**src/rtl/enemy_wave_if.sv**
```systemverilog
// Handshake bundle between the game logic and the enemy wave controller:
// frame/hit/start strobes in, formation position and status out.
interface enemy_wave_if;
   logic        startOfFrame;
   logic        startGame;
   logic        hitValid;
   logic [2:0]  hitIndex;
   logic [10:0] formationX;
   logic [10:0] formationY;
   logic [7:0]  aliveMask;
   logic [3:0]  waveNumber;
   logic        waveCleared;
   logic        reachedBottom;

   modport master (
      output startOfFrame, startGame, hitValid, hitIndex,
      input  formationX, formationY, aliveMask, waveNumber, waveCleared, reachedBottom
   );

   modport slave (
      input  startOfFrame, startGame, hitValid, hitIndex,
      output formationX, formationY, aliveMask, waveNumber, waveCleared, reachedBottom
   );
endinterface

```
**src/rtl/enemy_wave_controller.sv**
```systemverilog
// Enemy formation sequencer: spawn delay, side-to-side march with descents,
// per-slot kills, wave clear with speed-up, and game over at the bottom limit.
//
// state      | meaning
// IDLE       | no game running, formation hidden
// SPAWN_WAIT | counting frames before the next wave appears
// MARCH      | formation steps horizontally once per frame
// DESCEND    | edge was hit; drop one row on the next frame
// CLEARED    | one-clock wave-complete pulse, speed-up applied
// GAME_OVER  | formation reached the bottom; frozen until startGame
module enemy_wave_controller #(
   parameter int INITIAL_X          = 240,
   parameter int INITIAL_Y          = 32,
   parameter int FORMATION_WIDTH_X  = 240,
   parameter int FORMATION_HEIGHT_Y = 60,
   parameter int X_SPEED            = 80,
   parameter int SPEED_STEP         = 16,
   parameter int MAX_SPEED          = 256,
   parameter int DESCEND_Y          = 16,
   parameter int BOTTOM_LIMIT       = 400,
   parameter int SPAWN_DELAY_FRAMES = 60
) (
   input logic         clk,
   input logic         resetN,
   enemy_wave_if.slave ewif
);

   localparam int POS_W   = 20;
   localparam int X_LIMIT = (640 - FORMATION_WIDTH_X) * 64;

   typedef enum logic [2:0] {
      IDLE, SPAWN_WAIT, MARCH, DESCEND, CLEARED, GAME_OVER
   } state_t;

   state_t                    state_q, state_d;
   logic signed [POS_W-1:0]   pos_x_q, pos_x_d;
   logic signed [POS_W-1:0]   pos_y_q, pos_y_d;
   logic                      dir_left_q, dir_left_d;
   logic [15:0]               speed_q, speed_d;
   logic [15:0]               cnt_q, cnt_d;
   logic [7:0]                alive_q, alive_d;
   logic [3:0]                wave_q, wave_d;
   logic [10:0]               form_x_q, form_y_q;
   logic                      wave_cleared_q, reached_bottom_q;

   logic signed [31:0]        step;
   logic signed [31:0]        next_x;
   logic signed [POS_W-1:0]   new_y;
   logic signed [10:0]        new_top;
   logic                      bottom_hit;
   logic [16:0]               speed_sum;
   logic [15:0]               speed_sat;
   logic [15:0]               cnt_inc;
   logic [7:0]                hit_mask;

   // Fixed point to pixels, truncating toward zero for negative values.
   function automatic logic signed [10:0] to_px(input logic signed [POS_W-1:0] v);
      logic signed [POS_W-1:0] adj;
      adj = v[POS_W-1] ? v + POS_W'(63) : v;
      return 11'(adj >>> 6);
   endfunction

   always_comb begin
      state_d    = state_q;
      pos_x_d    = pos_x_q;
      pos_y_d    = pos_y_q;
      dir_left_d = dir_left_q;
      speed_d    = speed_q;
      cnt_d      = cnt_q;
      alive_d    = alive_q;
      wave_d     = wave_q;

      step       = dir_left_q ? -$signed({16'd0, speed_q}) : $signed({16'd0, speed_q});
      next_x     = $signed({{(32-POS_W){pos_x_q[POS_W-1]}}, pos_x_q}) + step;
      new_y      = pos_y_q + POS_W'(DESCEND_Y * 64);
      new_top    = to_px(new_y);
      bottom_hit = (int'(new_top) + FORMATION_HEIGHT_Y) >= BOTTOM_LIMIT;
      speed_sum  = {1'b0, speed_q} + 17'(SPEED_STEP);
      speed_sat  = (speed_sum > 17'(MAX_SPEED)) ? 16'(MAX_SPEED) : speed_sum[15:0];
      cnt_inc    = cnt_q + 16'd1;
      hit_mask   = alive_q;
      if (ewif.hitValid) hit_mask[ewif.hitIndex] = 1'b0;

      unique case (state_q)
         IDLE: begin
            alive_d = '0;
            if (ewif.startGame) begin
               state_d = SPAWN_WAIT;
               wave_d  = 4'd1;
               speed_d = 16'(X_SPEED);
               cnt_d   = '0;
            end
         end
         SPAWN_WAIT: begin
            if (ewif.startOfFrame) begin
               cnt_d = cnt_inc;
               if (cnt_inc == 16'(SPAWN_DELAY_FRAMES)) begin
                  alive_d    = 8'hFF;
                  pos_x_d    = POS_W'(INITIAL_X * 64);
                  pos_y_d    = POS_W'(INITIAL_Y * 64);
                  dir_left_d = 1'b0;
                  state_d    = MARCH;
               end
            end
         end
         MARCH, DESCEND: begin
            alive_d = hit_mask;
            // An empty formation ends the wave unless this same frame lands it on the bottom.
            if (alive_q == 8'h00) begin
               if (state_q == DESCEND && ewif.startOfFrame && bottom_hit) begin
                  pos_y_d = new_y;
                  state_d = GAME_OVER;
               end else begin
                  state_d = CLEARED;
               end
            end else if (ewif.startOfFrame) begin
               if (state_q == MARCH) begin
                  if (next_x < 0 || next_x > X_LIMIT) begin
                     dir_left_d = ~dir_left_q;
                     state_d    = DESCEND;
                  end else begin
                     pos_x_d = next_x[POS_W-1:0];
                  end
               end else begin
                  pos_y_d = new_y;
                  state_d = bottom_hit ? GAME_OVER : MARCH;
               end
            end
         end
         CLEARED: begin
            wave_d  = wave_q + 4'd1;
            speed_d = speed_sat;
            cnt_d   = '0;
            state_d = SPAWN_WAIT;
         end
         GAME_OVER: begin
            if (ewif.startGame) begin
               state_d = SPAWN_WAIT;
               wave_d  = 4'd1;
               speed_d = 16'(X_SPEED);
               cnt_d   = '0;
               alive_d = '0;
            end
         end
         default: state_d = IDLE;
      endcase
   end

   always_ff @(posedge clk) begin
      if (!resetN) begin
         state_q          <= IDLE;
         pos_x_q          <= POS_W'(INITIAL_X * 64);
         pos_y_q          <= POS_W'(INITIAL_Y * 64);
         dir_left_q       <= 1'b0;
         speed_q          <= 16'(X_SPEED);
         cnt_q            <= '0;
         alive_q          <= '0;
         wave_q           <= '0;
         form_x_q         <= 11'(INITIAL_X);
         form_y_q         <= 11'(INITIAL_Y);
         wave_cleared_q   <= 1'b0;
         reached_bottom_q <= 1'b0;
      end else begin
         state_q          <= state_d;
         pos_x_q          <= pos_x_d;
         pos_y_q          <= pos_y_d;
         dir_left_q       <= dir_left_d;
         speed_q          <= speed_d;
         cnt_q            <= cnt_d;
         alive_q          <= alive_d;
         wave_q           <= wave_d;
         form_x_q         <= to_px(pos_x_d);
         form_y_q         <= to_px(pos_y_d);
         wave_cleared_q   <= (state_d == CLEARED);
         reached_bottom_q <= (state_d == GAME_OVER);
      end
   end

   assign ewif.formationX    = form_x_q;
   assign ewif.formationY    = form_y_q;
   assign ewif.aliveMask     = alive_q;
   assign ewif.waveNumber    = wave_q;
   assign ewif.waveCleared   = wave_cleared_q;
   assign ewif.reachedBottom = reached_bottom_q;

endmodule

```
**src/flat_wrapper.sv**
```systemverilog
// flat-port wrapper written by rule: the top's interface ports become plain ports
module enemy_wave_controller_flat 
#(
   parameter int INITIAL_X          = 240,
   parameter int INITIAL_Y          = 32,
   parameter int FORMATION_WIDTH_X  = 240,
   parameter int FORMATION_HEIGHT_Y = 60,
   parameter int X_SPEED            = 80,
   parameter int SPEED_STEP         = 16,
   parameter int MAX_SPEED          = 256,
   parameter int DESCEND_Y          = 16,
   parameter int BOTTOM_LIMIT       = 400,
   parameter int SPAWN_DELAY_FRAMES = 60
)
  (clk, resetN, ewif_startOfFrame, ewif_startGame, ewif_hitValid, ewif_hitIndex, ewif_formationX, ewif_formationY, ewif_aliveMask, ewif_waveNumber, ewif_waveCleared, ewif_reachedBottom);
  enemy_wave_if ewif_i ();
  input logic clk;
  input logic resetN;
  input wire logic [$bits(ewif_i.startOfFrame)-1:0] ewif_startOfFrame;
  input wire logic [$bits(ewif_i.startGame)-1:0] ewif_startGame;
  input wire logic [$bits(ewif_i.hitValid)-1:0] ewif_hitValid;
  input wire logic [$bits(ewif_i.hitIndex)-1:0] ewif_hitIndex;
  output wire logic [$bits(ewif_i.formationX)-1:0] ewif_formationX;
  output wire logic [$bits(ewif_i.formationY)-1:0] ewif_formationY;
  output wire logic [$bits(ewif_i.aliveMask)-1:0] ewif_aliveMask;
  output wire logic [$bits(ewif_i.waveNumber)-1:0] ewif_waveNumber;
  output wire logic [$bits(ewif_i.waveCleared)-1:0] ewif_waveCleared;
  output wire logic [$bits(ewif_i.reachedBottom)-1:0] ewif_reachedBottom;
  assign ewif_i.startOfFrame = ewif_startOfFrame;
  assign ewif_i.startGame = ewif_startGame;
  assign ewif_i.hitValid = ewif_hitValid;
  assign ewif_i.hitIndex = ewif_hitIndex;
  assign ewif_formationX = ewif_i.formationX;
  assign ewif_formationY = ewif_i.formationY;
  assign ewif_aliveMask = ewif_i.aliveMask;
  assign ewif_waveNumber = ewif_i.waveNumber;
  assign ewif_waveCleared = ewif_i.waveCleared;
  assign ewif_reachedBottom = ewif_i.reachedBottom;
  enemy_wave_controller #(.INITIAL_X(INITIAL_X), .INITIAL_Y(INITIAL_Y), .FORMATION_WIDTH_X(FORMATION_WIDTH_X), .FORMATION_HEIGHT_Y(FORMATION_HEIGHT_Y), .X_SPEED(X_SPEED), .SPEED_STEP(SPEED_STEP), .MAX_SPEED(MAX_SPEED), .DESCEND_Y(DESCEND_Y), .BOTTOM_LIMIT(BOTTOM_LIMIT), .SPAWN_DELAY_FRAMES(SPAWN_DELAY_FRAMES)) u_core (.clk(clk), .resetN(resetN), .ewif(ewif_i));
endmodule
```
**config.mk**
```make
export PLATFORM = sky130hd
export DESIGN_NAME = enemy_wave_controller_flat
export DESIGN_NICKNAME = d
export VERILOG_FILES = /design/src/rtl/enemy_wave_if.sv /design/src/rtl/enemy_wave_controller.sv /design/src/flat_wrapper.sv
export SDC_FILE = /design/constraint.sdc
export NUM_CORES = 1
export LEC_CHECK = 0
export ABC_AREA = 1
export CAP_MARGIN = 20
export CORE_UTILIZATION = 56
export DETAILED_ROUTE_END_ITERATION = 16
export PLACE_DENSITY = 0.86
export SLEW_MARGIN = 10
export SYNTH_ARGS = -nofsm -noshare
export SYNTH_HDL_FRONTEND = slang
export SYNTH_SLANG_ARGS = --single-unit
```
**constraint.sdc**
```tcl
create_clock -name clk -period 4.11 [get_ports clk]
set_input_delay 0.6165 -clock clk [delete_from_list [all_inputs] [get_ports clk]]
set_output_delay 0.6165 -clock clk [all_outputs]
set_load 0.02 [all_outputs]
```
Word-level counts from Yosys, hierarchy flattened
Index checks and enable logic that the tools add are counted.
Widths: inputs -> output; s select.

storage, ports and cells
  bits in registers = 112
  latch bits = 0
  bits in writable memories = 0
  bits in read-only memories = 0
  input bits = 8
  output and inout bits = 36
  logic and storage cells = 114
  memories kept = 0

cells by class
  $add $sub $neg = 10
  multipliers = 0
  div/mod/pow operators = 0
  magnitude comparators = 6
  equal/unequal tests = 17
  shift operators = 0
  mux-type cells = 50
  bitwise logic cells = 3
  reductions and logical operators = 16

operators by type and width
  cell                    number
  $mux 20                 12
  $pmux 20 s2             2
  $mux 16                 4
  $add 17x7->17 const B   3
  $mux 17                 3
  $pmux 16 s3             1
  $add 20x32->32          1
  $ge 32x10->1 const B    1
  $gt 32x16->1 const B    1
  $lt 32x1->1 const B     1
  $mux 32                 1
  $mux 8                  4
  $neg 16->32             1
  $pmux 16 s2             1
  $pmux 8 s4              1
  $mux 3                  8
  $add 20x12->20 const B  1
  $add 16x5->17 const B   1
  $gt 17x9->1 const B     1
  $add 16x1->16 const B   1
  $eq 16x6->1 const B     1
  $add 11x7->12 const B   1
  $eq 3x3->1 const B      4
  $pmux 3 s4              1
  27 further kinds        46

Longest topological paths before layout
Gate-level depths: netlist (run 1).

  depth in word-level cells = 12
  mapped depth = 39
  gate-level depth less buffers = 38

Least setup slack after synthesis (run 1)
OpenSTA, ideal clock, no wires.

  path kind = register to register
  start point = register u_core.speed_q[4]
  end point = register u_core.form_x_q[7] (netlist: u_core.ewif.formationX[7])
  library setup time = 0.133 ns
  arrival = 4.294 ns
  required time = 3.977 ns
  path slack = -0.317 ns
  stages on the path, launching flop included = 35
  buffers on the path = 1
  clock period less this slack = 4.427 ns
  cell sequence = dfxtp_1 nor3_1 and3_1 inv_1 nor2_1 inv_1 nor3_1 and3_1 clkbuf_1 ha_1 nand2_1 o21ai_0 ha_1 nand2_1 nor2_1 and2_1 nand3_1 nand3_1 nand2_1 nand2_1 nand3_1 nor2_2 nand3_2 nor2_4 nand2_4 nor2_8 nand2_4 nand2_1 nand3_1 a21oi_2 nand2_1 nor2_2 nand2_1 nand2_1 nand3_1

between the ends
  longest elaborated chain between the ends = 12
  elaborated cells between the ends (all ways) = 13
  classes of those cells = 3 x add/sub; 2 x order compare; 7 x mux; 1 x reduce/logical

RTL lines
  element                                      line                          RTL
  from (decl)                                  enemy_wave_controller.sv:39   logic [15:0] speed_q, speed_d;
  from (signal assigned)                       enemy_wave_controller.sv:155  speed_q <= 16'(X_SPEED);
  from (signal assigned)                       enemy_wave_controller.sv:168  speed_q <= speed_d;
  $neg 16->32                                  enemy_wave_controller.sv:73   step = dir_left_q ? -$signed({16'd0, speed_q}) : $signed({16'd0, speed_q});
  $mux 32 *                                    enemy_wave_controller.sv:73
  $add 20x32->32 *                             enemy_wave_controller.sv:74   next_x = $signed({{(32-POS_W){pos_x_q[POS_W-1]}}, pos_x_q}) + step;
  $lt 32x1->1 or $gt 32x16->1 (tied branches)  enemy_wave_controller.sv:118  if (next_x < 0 || next_x > X_LIMIT) begin
  $logic_or 1x1->1                             enemy_wave_controller.sv:118
  $mux 20 *                                    enemy_wave_controller.sv:118
  $mux 20 *                                    enemy_wave_controller.sv:117  if (state_q == MARCH) begin
  $mux 20 *                                    enemy_wave_controller.sv:116  end else if (ewif.startOfFrame) begin
  $mux 20 *                                    enemy_wave_controller.sv:109  if (alive_q == 8'h00) begin
  $pmux 20 s2 *                                enemy_wave_controller.sv:84   unique case (state_q)
  $add 17x7->17                                enemy_wave_controller.sv:59   adj = v[POS_W-1] ? v + POS_W'(63) : v;
  $mux 17 *                                    enemy_wave_controller.sv:59
  to (signal assigned)                         enemy_wave_controller.sv:159  form_x_q <= 11'(INITIAL_X);
  to (signal assigned)                         enemy_wave_controller.sv:172  form_x_q <= to_px(pos_x_d);
  to (decl)                                    enemy_wave_controller.sv:43   logic [10:0] form_x_q, form_y_q;

Mark *: on every way between the ends. The rest lies on a longest branch, timed or not.
A chain may end at the register's enable or synchronous reset.

Final worst setup path (run 1)
  start point = register u_core.speed_q[4]
  end point = register u_core.form_x_q[10] (netlist: u_core.ewif.formationX[10])

Same word-level chain as after synthesis.

==> flow_summary.ini, run 1 <==
[placed_design]
post-place-ws_ps = -491
placed_cell_area_um2 = 10200
dp_hpwl_um = 19300
port_buffers = 43
gp_congestion = 1.01

[pwr]
power_switching_w = 0.000914
power.share.clock_pct = 31.4
p_seq_share_pct = 39.9
leakage_nw = 5.50
pwr_density_cell_nw_per_um2 = 238
power_frac_comb_pct = 28.7
total_power_w = 0.00272
switching_share_pct = 33.6
peakVddDrop_v = 0.000287
p_int_w = 0.00181

[layout]
num_antenna_cells = 0
fin_util_pct = 77.9
drive_gt1_share_pct = 24.7
nets = 1661
fillers = 995
stdcell_area_um2 = 11400
syn2layout_area_growth_pct = 33.8

[yosys]
synth_compound_area_share_pct = 12.2
yosys.area_share.xor_xnor_pct = 3.99
ys.flop_type = dfxtp_1
ys_seq_area_share_pct = 25.3
netlist_area_um2 = 8550
synth.top_cell.area_share_pct = 25.3
synth_edf_count = 0
syn-instance-count = 1418
muxShareOfSynthArea_pct = 0
yosysMostFrequentCell = nand2_1
synthArstFlopShare_pct = 0
synth-seq-cells = 108
yosysWarnings = 0
post-synth-top-area-cell = dfxtp_1
synth_fa_ha_area_share_pct = 5.85
synthTopCellsByCount = nand2_1 (420), inv_1 (194), nor2_1 (171), dfxtp_1 (108), a21oi_1 (87)
synth_top_family_by_area = simple AND/OR/NAND/NOR gates
synth.area.top_cells = dfxtp_1 (25%), nand2_1 (18%), inv_1 (8.5%)
postSynthAreaPerCell_um2 = 6.03
synthDistinctLibCells = 52
synth-simple-area-share_pct = 42.2

[clock_tree]
cts_sinks = 108
clockBufferDepth = 2
cts_buffers = 9
cts_max_level = 3
cts.hold.buffers_added = 0
cts_tree = done
clockRootBuffer = clkbuf_16
clkTransAtPathRegs_ps = 70
clock_latency_ps = 370

[floorplan]
initial_core_util_pct = 58.2
rows = 44
die_h_um = 126
dieArea_um2 = 15800
pin_count = 44
die_x_um = 126
core_um2 = 14700

[global_route]
first_global_vias = 9145
antenna_found_initial = 0
grt_start_max_net_pins = 36
grtUsageTotal_pct = 32.3
grt_pass1_wl_um = 41600
grt_overflow = 0

[detailed_routing]
viasPerCell = 5.72
wl_per_cell_um = 15.8
drc = 3
vias = 10300
drt_iter0_markers = 1036
drt_first_pass_iters = 14
antenna_left = 0
wl_um = 28500

[sta]
fin_crit_ps = 4700
slew_headroom_pct = 60.6
hold_violations = 0
finalWorstSetupSlack_ps = -586
tns_ps = -8350
fin_crit_sh_pct = 114
max_freq_mhz = 213
worst_pin_slew_ps = 584
drv_slew = 0
finalSetupViolCount = 27
skew_ps = 12.5
rsz0062_at_grt = yes

[run]
drv_cap = 0

[outcome]
status = complete, but fails checks
violations = design-rule violations, negative setup slack

[critical_path]
startpoint_type = flop
endpoint_kind = flop
critPathSlowestCell = dfxtp_2
cp.required_ps = 4360
crit_top_cell = nand2_1
cpPeakStageDelay_ps = 340
cp.arrival_ps = 4950
path_class = reg2reg
cp_max_fo = 9

[worst_hold_path]
worstHoldPathType = reg2reg
[per-stage QoR]
| stage | instances | hold slack (ps) |
|---|---|---|
| after floorplan | 1420 | 421 |
| after global placement | 1761 | 434 |
| after detailed placement | 1761 | 439 |
| after CTS | 1784 | 452 |
| after global routing | 1802 | 482 |
| final | 1802 | 448 |
[state kept, by name, summed over array words and instances, names as in the netlist]
name,count
u_core.ewif.waveCleared,1
u_core.ewif.formationX,11
u_core.cnt_q,16
u_core.ewif.aliveMask,8
u_core.state_q,3
u_core.ewif.reachedBottom,1
u_core.dir_left_q,1
u_core.ewif.waveNumber,4
u_core.pos_y_q,20
u_core.speed_q,12
u_core.ewif.formationY,11
u_core.pos_x_q,20
[logic make-up (layout without fill, tap and decap cells)]
| group | count (synthesis) | after routing |
|---|---|---|
| simple gates | 812 | 813 |
| buf+inv | 234 | 431 |
| compound gates | 184 | 184 |
| flops | 108 | 108 |
| fa+ha+maj | 40 | 40 |
| xor+xnor | 39 | 39 |
| other cells | 1 | 3 |
[repair_timing]
action                     CTS  global route
setup endpoints to repair   24            34
gates cloned                 0             1
gates resized for setup     19           176
setup buffers                7            18
pin swaps                    3            62
[power by group through the flow]
stage	clock, W	combinational, W	sequential [W]
final	0.000854	0.000781	0.00109
after global placement	0	0.000616	0.00111
after CTS	0.000856	0.000648	0.00109
after floorplan	0	0.000350	0.00112
after global routing	0.000895	0.000831	0.00109
after detailed placement	0	0.000626	0.00111
[final cells by class]
| cell class | instances | area [um^2] | share of cell area, % |
|---|---|---|---|
| clock buffer | 10 | 229 | 2.00 |
| clock inverter | 6 | 60.1 | 0.525 |
| inverter | 211 | 795 | 6.94 |
| multi-input combinational | 1079 | 6270 | 54.8 |
| sequential | 108 | 2160 | 18.9 |
| tap | 184 | 230 | 2.01 |
| timing repair buffer | 204 | 1700 | 14.8 |
[critical path, delay by kind of cell (launching register included)]
family	cells	cell delay [ps]
and+or+nand+nor	22	2800
buffers and inverters	3	280
adders and majority gates	2	490
DFF	1	340
xor gates and xnor gates	1	220
AOI/OAI and AO/OA	2	440
[final timing paths]
kind                                                       from                               endpoint  slack [ps]  depth (start not counted)
worst max-delay path             u_core.speed_q[4]$_SDFFE_PN1P_  u_core.ewif.formationX[10]$_SDFF_PN0_        -590                         30
worst max register to register   u_core.speed_q[4]$_SDFFE_PN1P_  u_core.ewif.formationX[10]$_SDFF_PN0_        -590                         30
worst min register to register  u_core.pos_x_q[18]$_SDFFE_PN0P_        u_core.pos_x_q[18]$_SDFFE_PN0P_         450                          2
worst min-delay path            u_core.pos_x_q[18]$_SDFFE_PN0P_        u_core.pos_x_q[18]$_SDFFE_PN0P_         450                          2
[layout by cell type, fill, tap and decap left out, drive strengths merged, types with 3 or more instances in the layout]
cell type	count
clkdlybuf4s50	43
clkbuf	10
nand4	34
o22ai	4
nor3	29
a31oi	4
xnor2	6
o21bai	3
a21oi	90
buf	161
dfxtp	108
ha	40
a221oi	4
o21ai	58
or2	5
nor4	3
nand3b	13
inv	211
nand3	89
xor2	33
clkinv	4
o211ai	9
conb	3
nor2	196
nand2	437
[routing by layer]
layer / vias up / GRT usage [%] / share of wire [%]
li1: 4936 / - / -
met1: 4671 / 40.6 / 40
met2: 556 / 54.8 / 46
met3: 141 / 6.12 / 8.5
met4: 0 / 11.7 / 4.9
met5: - / 0 / 0
No activity file was read; power rests on OpenSTA's default activity.
==> inputs of run 2 (changes only) <==
- CAP_MARGIN: 20 -> not set
- SKIP_CTS_REPAIR_TIMING: not set -> 1
- SLEW_MARGIN: 10 -> not set
==> run 2 against run 1 <==
Against the previous run: the flow still finishes with violations (design-rule violations, negative setup slack); worst setup slack got worse by 76 ps; die area did not move; final cell count fell by 0.39%; global-route usage fell by 0.43 points; sequential share of layout area rose by 0.33 points; sequential cell count did not move; hold slack got worse by 2.6 ps; highest routed layer unchanged.
==> flow_summary.ini, run 2 (synthesis gave the netlist of run 1 again) <==
[outcome]
status = complete, but fails checks
violations = design-rule violations, negative setup slack

[clock_tree]
clockBufferDepth = 2
cts_buffers = 9
clockRootBuffer = clkbuf_16
clock_latency_ps = 370
cts_max_level = 3
cts_sinks = 108
clkTransAtPathRegs_ps = 70
cts_tree = done

[layout]
most-common-layout-cells = nand2_1 (383), inv_1 (185), nor2_1 (144)
syn2layout_area_growth_pct = 31.5
drive_gt1_share_pct = 23.2
nets = 1654
reg_top3 = u_core.pos_x_q (20), u_core.pos_y_q (20), u_core.cnt_q (16)
fillers = 1050
regArea_um2 = 2160
stdcell_area_um2 = 11200
fin_util_pct = 76.5
final_common_cell = nand2_1
multiInputGateArea_um2 = 6120
num_antenna_cells = 0

[critical_path]
cp.arrival_ps = 5080
regToRegStartpoint = u_core.speed_q[4]$_SDFFE_PN1P_
startpoint_type = flop
cp.required_ps = 4420
worst-path-buf-inv = 3
critPathSlowestCell = dfxtp_2
path_class = reg2reg
crit_cells = 29
cpPeakStageDelay_ps = 340
endpoint_kind = flop
ff2ff_setup_slack_ps = -660
cp_max_fo = 5
r2r_end = u_core.ewif.formationX[8]$_SDFF_PN0_
cp_top_family = simple AND/OR/NAND/NOR gates
reg2reg_depth = 29
crit_top_cell = nand2_1

[sta]
worst_pin_slew_ps = 612
slew_headroom_pct = 59.2
fin_crit_ps = 4770
hold_violations = 0
max_freq_mhz = 210
finalSetupViolCount = 27
tns_ps = -8610
skew_ps = 11.7
fin_crit_sh_pct = 116
whs_ps = 445
rsz0062_at_grt = yes
drv_slew = 0
finalWorstSetupSlack_ps = -662

[pwr]
total_power_w = 0.00269
pwr_density_cell_nw_per_um2 = 239
power_switching_w = 0.000895
power_frac_comb_pct = 27.9
peakVddDrop_v = 0.000288
p_seq_share_pct = 40.4
leakage_nw = 5.40
power.share.clock_pct = 31.7
switching_share_pct = 33.3
p_int_w = 0.00179

[detailed_routing]
top_layer = met4
antenna_left = 0
drc = 3
wl_met3_um = 2370
vias = 10200
wl_per_cell_um = 15.6
wl_um = 28000
viasPerCell = 5.68
met2WireLength_um = 12900
drt_iter0_markers = 1086
drt_first_pass_iters = 12
wl_met1_um = 11400

[worst_hold_path]
hp-start = u_core.pos_x_q[18]$_SDFFE_PN0P_
hold-path-cell-count = 2
holdPathEnd = u_core.pos_x_q[18]$_SDFFE_PN0P_
worstHoldPathType = reg2reg

[placed_design]
dp_hpwl_um = 19300
placed_cell_area_um2 = 10200
port_buffers = 43
gp_congestion = 1.01

[global_route]
grt_pass1_wl_um = 41000
antenna_found_initial = 0
grt_overflow = 0
first_global_vias = 8981
grt_start_max_net_pins = 36
grtUsageTotal_pct = 31.9

[floorplan]
core_um2 = 14700
dieArea_um2 = 15800
rows = 44
pin_count = 44
die_h_um = 126
die_x_um = 126
initial_core_util_pct = 58.2

[run]
drv_cap = 0
==> run 2: changes by cell type in the layout (fill, tap and decap cells not counted), moves of 3 or more <==
| cell | previous run | this run |
|---|---|---|
| nor2_4 | 21 | 18 |
| ha_1 | 32 | 36 |
| buf_4 | 145 | 137 |
| nand3_1 | 65 | 69 |
| ha_4 | 6 | 3 |
| nand2_4 | 15 | 7 |
| nand2_1 | 375 | 383 |
==> run 2: worst max-delay path by stage <==
stage,startpoint,end,slack [ps]
floorplan,u_core.speed_q[4]$_SDFFE_PN1P_,u_core.ewif.formationX[7]$_SDFF_PN1_,-80
global placement,u_core.speed_q[4]$_SDFFE_PN1P_,u_core.ewif.formationX[9]$_SDFF_PN0_,-450
detailed placement,u_core.speed_q[4]$_SDFFE_PN1P_,u_core.ewif.formationX[9]$_SDFF_PN0_,-490
CTS,u_core.speed_q[4]$_SDFFE_PN1P_,u_core.ewif.formationX[9]$_SDFF_PN0_,-520
global route,u_core.speed_q[4]$_SDFFE_PN1P_,u_core.ewif.formationX[8]$_SDFF_PN0_,-890
finish,u_core.speed_q[4]$_SDFFE_PN1P_,u_core.ewif.formationX[8]$_SDFF_PN0_,-660
==> run 2: cell type report <==
| cell class | count | area share [%] |
|---|---|---|
| timing repair buffer | 197 | 14.7 |
| clock inverter | 6 | 0.534 |
| inverter | 211 | 7.04 |
| clock buffer | 10 | 2.04 |
| sequential | 108 | 19.2 |
| multi-input combinational | 1079 | 54.4 |
| tap | 184 | 2.05 |
==> run 2: worst register-to-register path, delay by kind of cell (launching register included) <==
family / cells / cell delay, ps
AND/OR/NAND/NOR: 20 / 2670
adder cells (fa/ha/maj): 2 / 520
AO/OA/AOI/OAI: 3 / 680
flip-flops: 1 / 340
buffers and inverters: 3 / 340
XOR/XNOR: 1 / 180
==> run 2: per-layer routing <==
| metal | GRT usage, % | vias to the layer above |
|---|---|---|
| li1 | - | 4921 |
| met1 | 40.6 | 4633 |
| met2 | 54.0 | 526 |
| met3 | 5.52 | 120 |
| met4 | 11.1 | 0 |
| met5 | 0 | - |
==> run 2: through the flow <==
stage / cells / worst slack (ps)
after floorplan: 1420 / -75.2
after global placement: 1761 / -451
after detailed placement: 1761 / -491
after CTS: 1777 / -516
after global routing: 1795 / -891
final: 1795 / -662
==> run 2: power by group through the flow <==
stage          Clock [W]  Combinational, W  Sequential [W]
3_3_place_gp           0          0.000616         0.00111
2_1_floorplan          0          0.000350         0.00112
6_report        0.000853          0.000749         0.00109
3_5_place_dp           0          0.000626         0.00111
4_1_cts         0.000856          0.000631         0.00109
5_1_grt         0.000894          0.000803         0.00109
